===== config.mk =====
export PLATFORM = sky130hd
export DESIGN_NAME = bcd_countdown
export DESIGN_NICKNAME = d
export VERILOG_FILES = /design/src/rtl/bcd_countdown.sv
export SDC_FILE = /design/constraint.sdc
export NUM_CORES = 1
export LEC_CHECK = 0
export BUFFER_PORTS_ARGS = -buffer_cell sky130_fd_sc_hd__buf_2
export CAP_MARGIN = 20
export CORE_UTILIZATION = 62
export DETAILED_ROUTE_END_ITERATION = 8
export GPL_TIMING_DRIVEN = 1
export MAX_ROUTING_LAYER = met4
export PLACE_DENSITY = 0.85
export SLEW_MARGIN = 20
export SYNTH_ARGS = -nofsm -noshare
export SYNTH_HDL_FRONTEND = slang
export SYNTH_SLANG_ARGS = --single-unit
export TNS_END_PERCENT = 5

===== constraint.sdc =====
create_clock -name clk -period 4.85 [get_ports clk]
set_input_delay 1.2125 -clock clk [delete_from_list [all_inputs] [get_ports clk]]
set_output_delay 1.2125 -clock clk [all_outputs]
set_load 0.005 [all_outputs]

===== src/rtl/bcd_countdown.sv =====
// bcd_countdown: 4-digit BCD mm:ss countdown core.
// The game FSM drives load/run. This block returns the current count to the
// display mux, and returns zero/done to the FSM.
// A count tick happens once per TICK_DIV clocks, or once per TICK_DIV_SIM
// clocks while turbosim is high.
// Optional feature macro: BCD_COUNTDOWN_BLINK_EN. When it is defined, blink
// follows the prescaler half-period and is held high at zero.

module bcd_countdown #(
  parameter int unsigned TICK_DIV     = 100_000_000,
  parameter int unsigned TICK_DIV_SIM = 10
) (
  input  logic        clk,
  input  logic        reset_n,
  input  logic        turbosim,
  input  logic        load,
  input  logic [15:0] load_value,
  input  logic        run,
  output logic [15:0] bcd,
  output logic        zero,
  output logic        done,
  output logic        tick,
  output logic        blink
);

  localparam int unsigned PW = $clog2(TICK_DIV);
  localparam logic [PW-1:0] DIV_M1     = PW'(TICK_DIV - 1);
  localparam logic [PW-1:0] DIV_SIM_M1 = PW'(TICK_DIV_SIM - 1);

  logic [15:0]   bcd_q, bcd_d;
  logic [PW-1:0] presc_q, presc_d;
  logic          tick_q, tick_d;
  logic          done_q, done_d;
  logic [PW-1:0] div_m1;
  logic          tc;

  // Clamp each digit into its legal BCD range.
  // The tens-of-seconds digit is limited to 5.
  function automatic logic [15:0] bcd_sanitise(input logic [15:0] v);
    logic [3:0] m10, m1, s10, s1;
    m10 = (v[15:12] > 4'd9) ? 4'd9 : v[15:12];
    m1  = (v[11:8]  > 4'd9) ? 4'd9 : v[11:8];
    s10 = (v[7:4]   > 4'd5) ? 4'd5 : v[7:4];
    s1  = (v[3:0]   > 4'd9) ? 4'd9 : v[3:0];
    return {m10, m1, s10, s1};
  endfunction

  // Decrement mm:ss by one second, borrowing digit by digit.
  // This is only ever called on a non-zero count.
  function automatic logic [15:0] bcd_dec(input logic [15:0] v);
    logic [3:0] m10, m1, s10, s1;
    {m10, m1, s10, s1} = v;
    if (s1 != 4'd0) begin
      s1 = s1 - 4'd1;
    end else begin
      s1 = 4'd9;
      if (s10 != 4'd0) begin
        s10 = s10 - 4'd1;
      end else begin
        s10 = 4'd5;
        if (m1 != 4'd0) begin
          m1 = m1 - 4'd1;
        end else begin
          m1  = 4'd9;
          m10 = m10 - 4'd1;
        end
      end
    end
    return {m10, m1, s10, s1};
  endfunction

  assign zero   = (bcd_q == 16'h0000);
  assign div_m1 = turbosim ? DIV_SIM_M1 : DIV_M1;
  // Compare with >= so that switching to a shorter divisor mid-count
  // fires at once instead of running past the terminal count.
  assign tc     = run && !zero && !load && (presc_q >= div_m1);

  // Next-state logic. A load overrides both run and the terminal count.
  always_comb begin
    bcd_d   = bcd_q;
    presc_d = presc_q;
    tick_d  = 1'b0;
    done_d  = 1'b0;
    if (load) begin
      bcd_d   = bcd_sanitise(load_value);
      presc_d = '0;
    end else if (!run || zero) begin
      presc_d = '0;
    end else if (tc) begin
      bcd_d   = bcd_dec(bcd_q);
      presc_d = '0;
      tick_d  = 1'b1;
      done_d  = (bcd_d == 16'h0000);
    end else begin
      presc_d = presc_q + PW'(1);
    end
  end

  // State and registered strobes.
  always_ff @(posedge clk or negedge reset_n) begin
    if (!reset_n) begin
      bcd_q   <= 16'h0000;
      presc_q <= '0;
      tick_q  <= 1'b0;
      done_q  <= 1'b0;
    end else begin
      bcd_q   <= bcd_d;
      presc_q <= presc_d;
      tick_q  <= tick_d;
      done_q  <= done_d;
    end
  end

  assign bcd  = bcd_q;
  assign tick = tick_q;
  assign done = done_q;

`ifdef BCD_COUNTDOWN_BLINK_EN
  localparam logic [PW-1:0] HALF     = PW'(TICK_DIV / 2);
  localparam logic [PW-1:0] HALF_SIM = PW'(TICK_DIV_SIM / 2);

  logic          blink_q, blink_d;
  logic [PW-1:0] half;

  assign half = turbosim ? HALF_SIM : HALF;

  // Blink stays solid at zero (alarm flash) and is high for the upper half
  // of each prescaler period.
  always_comb begin
    blink_d = (bcd_d == 16'h0000) || (presc_d >= half);
  end

  // Registered blink output.
  always_ff @(posedge clk or negedge reset_n) begin
    if (!reset_n) begin
      blink_q <= 1'b0;
    end else begin
      blink_q <= blink_d;
    end
  end

  assign blink = blink_q;
`else
  assign blink = 1'b0;
`endif

endmodule


==> results.toml <==
[timing]
relSlewSlack = 0.252
fin_tns_setup_ns = 0
min_period_over_period = 0.729
drv_slew = 0
max_freq_mhz = 283
rsz0062_at_grt = "false"
final-hold-violation-count = 0
tightest_slew_ns = 1.11
final.setup_skew_ns = 0.00751
hold_ws_ns = 0.532
fin_crit_ns = 3.54
setup_viol = 0

[synth]
synth_seq_area_share = 0.381
postSynthAreaPerCell_um2 = 9.38
yosys_warnings = 0
synth_top_cell_area_share = 0.381
yosys.area.top_type = "dfrtp_1"
syn_area_um2 = 2950
yosys_most_used_dff = "dfrtp_1"
ys_ff_latch = 45
synth_cells = 315
synth_edf_count = 0
synth_async_sr_flop_share = 1.00
synth_cell_types = 65
synth_top_cells_by_area = "dfrtp_1, ha_1, nor2_1"
syn_nets = 356

[place]
place_congestion = 0.916
place_hpwl_mm = 4.40
dpl.cell_count = 396
placed_area_um2 = 3150
numPortBuffers = 39

[route]
detail-route-antenna-nets = 0
drc_errors = 0
vias = 2489
routed_wl_mm = 6.06
wire_per_inst_um = 15.0
vias_per_cell = 6.16
drt_iter0_markers = 86
dr.pass1.iters = 4

[critical_path]
crit_path_cell_trace = "nor4_4 > nand4b_2 > nor3_2 > and3_1 > buf_2"
cpPeakStageDelay_ns = 0.48
startpoint_type = "flop"
slowest_stage = "dfrtp_1"
arrival_ns = 2.32
end_kind = "output pin"
regToRegSetupSlack_ns = 2.03
worstSetupPathType = "flop to output pin"
cp.required_ns = 3.64
path_max_fanout = 9
r2r_cells = 5

[floorplanning]
io_pins = 41
initial_utilization = 0.660
die_w_um = 71.0
dieArea_um2 = 5040
die_y_um = 71.0
coreArea_um2 = 4470
num_rows = 24

[power_and_ir_drop]
p_leak_nw = 1.47
power_density_nw_per_um2 = 248
vdd_drop_max_mv = 0.148

[cells_and_area]
final_common_cell = "dfrtp_1"
nets = 392
area_growth_pct = 10.8
n_antenna_cell = 0
final_cell_mix = "dfrtp_1, nor2_1, buf_2"
drive_gt1_frac = 0.185
final_cells = 404
fin_area_um2 = 3270

[global_routing]
grt_overflow_total = 0
grt_pass1_wl_mm = 10.4
grt_pass1_vias = 2332
grt_antenna_before_repair = 0
grt_max_degree = 46
grtUsageTotal = 0.271

[clock_tree]
cts_resized = 0
hold_buffers = 0
cts_sinks = 45
clockBufferDepth = 2
postCtsSetupBuffers = 0
cts_inserted_buffers = 5
clock-root-buffer = "clkbuf_8"
cts_tree = "done"
clkTransAtPathRegs_ns = 0.09
clk_latency_ns = 0.30
cts_htree_levels = 2

[min_path]
hold_path.class = "flop to flop"
whs_path_depth = 1

[run]
drv_cap = 0

[status]
outcome = "complete, no violations"
==> worst paths after layout <==
kind | startpoint | endpoint
setup reg to reg | bcd[0]$_DFFE_PN0P_ | bcd[3]$_DFFE_PN0P_
hold reg to reg | presc_q[0]$_DFF_PN0_ | presc_q[0]$_DFF_PN0_
setup / recovery | bcd[0]$_DFFE_PN0P_ | zero
hold / removal | presc_q[0]$_DFF_PN0_ | presc_q[0]$_DFF_PN0_
min in group asynchronous | reset_n | presc_q[17]$_DFF_PN0_
max in group asynchronous | reset_n | presc_q[21]$_DFF_PN0_
==> registers in the layout (all words and copies together), names as in the netlist <==
register  flops
bcd          16
presc_q      27
done          1
tick          1
==> synthesized netlist by cell type, drive strengths merged (4+ instances only) <==
master   n
o21ai   11
a21oi    8
nand4    6
o31a     5
nand2   24
xnor2   13
dfrtp   45
nor4     4
a211oi   7
clkbuf   5
nor2    46
nor2b    4
ha      20
nor3    12
inv      7
buf      5
xor2    13
and3     7
and2     4
nand3   17
o21a     4
and4     6
==> report_power, final <==
| part | switching (mW) | leakage, nW | internal, mW |
|---|---|---|---|
| sequential | 0.0238 | 0.588 | 0.389 |
| combinational | 0.0587 | 0.830 | 0.0448 |
| clock | 0.128 | 0.0574 | 0.167 |
==> area by class of cell <==
class                   count  area (µm²)
multi-input cells         252        1730
well taps                  52        65.1
clock buffers               6        82.6
repair buffers             39         198
flip-flops and latches     45        1130
fillers                   341        1200
inverters                   8        30.0
clock inverters             2        37.5
==> stage by stage <==
step / setup slack (ns) / utilization / total power, mW
finish: 1.31 / 0.732 / 0.811
global route: 1.15 / 0.732 / 0.853
CTS: 1.33 / 0.731 / 0.820
detailed placement: 1.16 / 0.704 / 0.523
global placement: 1.21 / 0.704 / 0.521
floorplan: 1.80 / - / 0.478
==> logic make-up (layout without fill, tap and decap cells) <==
logic type / Yosys count / count (layout) / synth area share
fa+ha+maj: 20 / 20 / 0.0847
buf+inv: 18 / 55 / 0.0318
flops: 45 / 45 / 0.381
mux: 2 / 2 / 0.00678
simple gates: 142 / 142 / 0.258
compound gates: 61 / 61 / 0.159
other cells: 1 / 1 / 0.00127
xor+xnor: 26 / 26 / 0.0771
==> critical path, delay by kind of cell (launching register included) <==
kind          cells  cell delay, ns
simple gates      4            1.42
flops             1            0.48
buf+inv           1            0.11
==> metal layers <==
metal,vias to the layer above,GRT usage,part of all wire
met5,-,-,0
met3,11,0.0442,0.053
met2,85,0.440,0.48
li1,1223,-,-
met1,1170,0.334,0.45
met4,0,0.120,0.019
No activity file was read; power rests on OpenSTA's default activity.
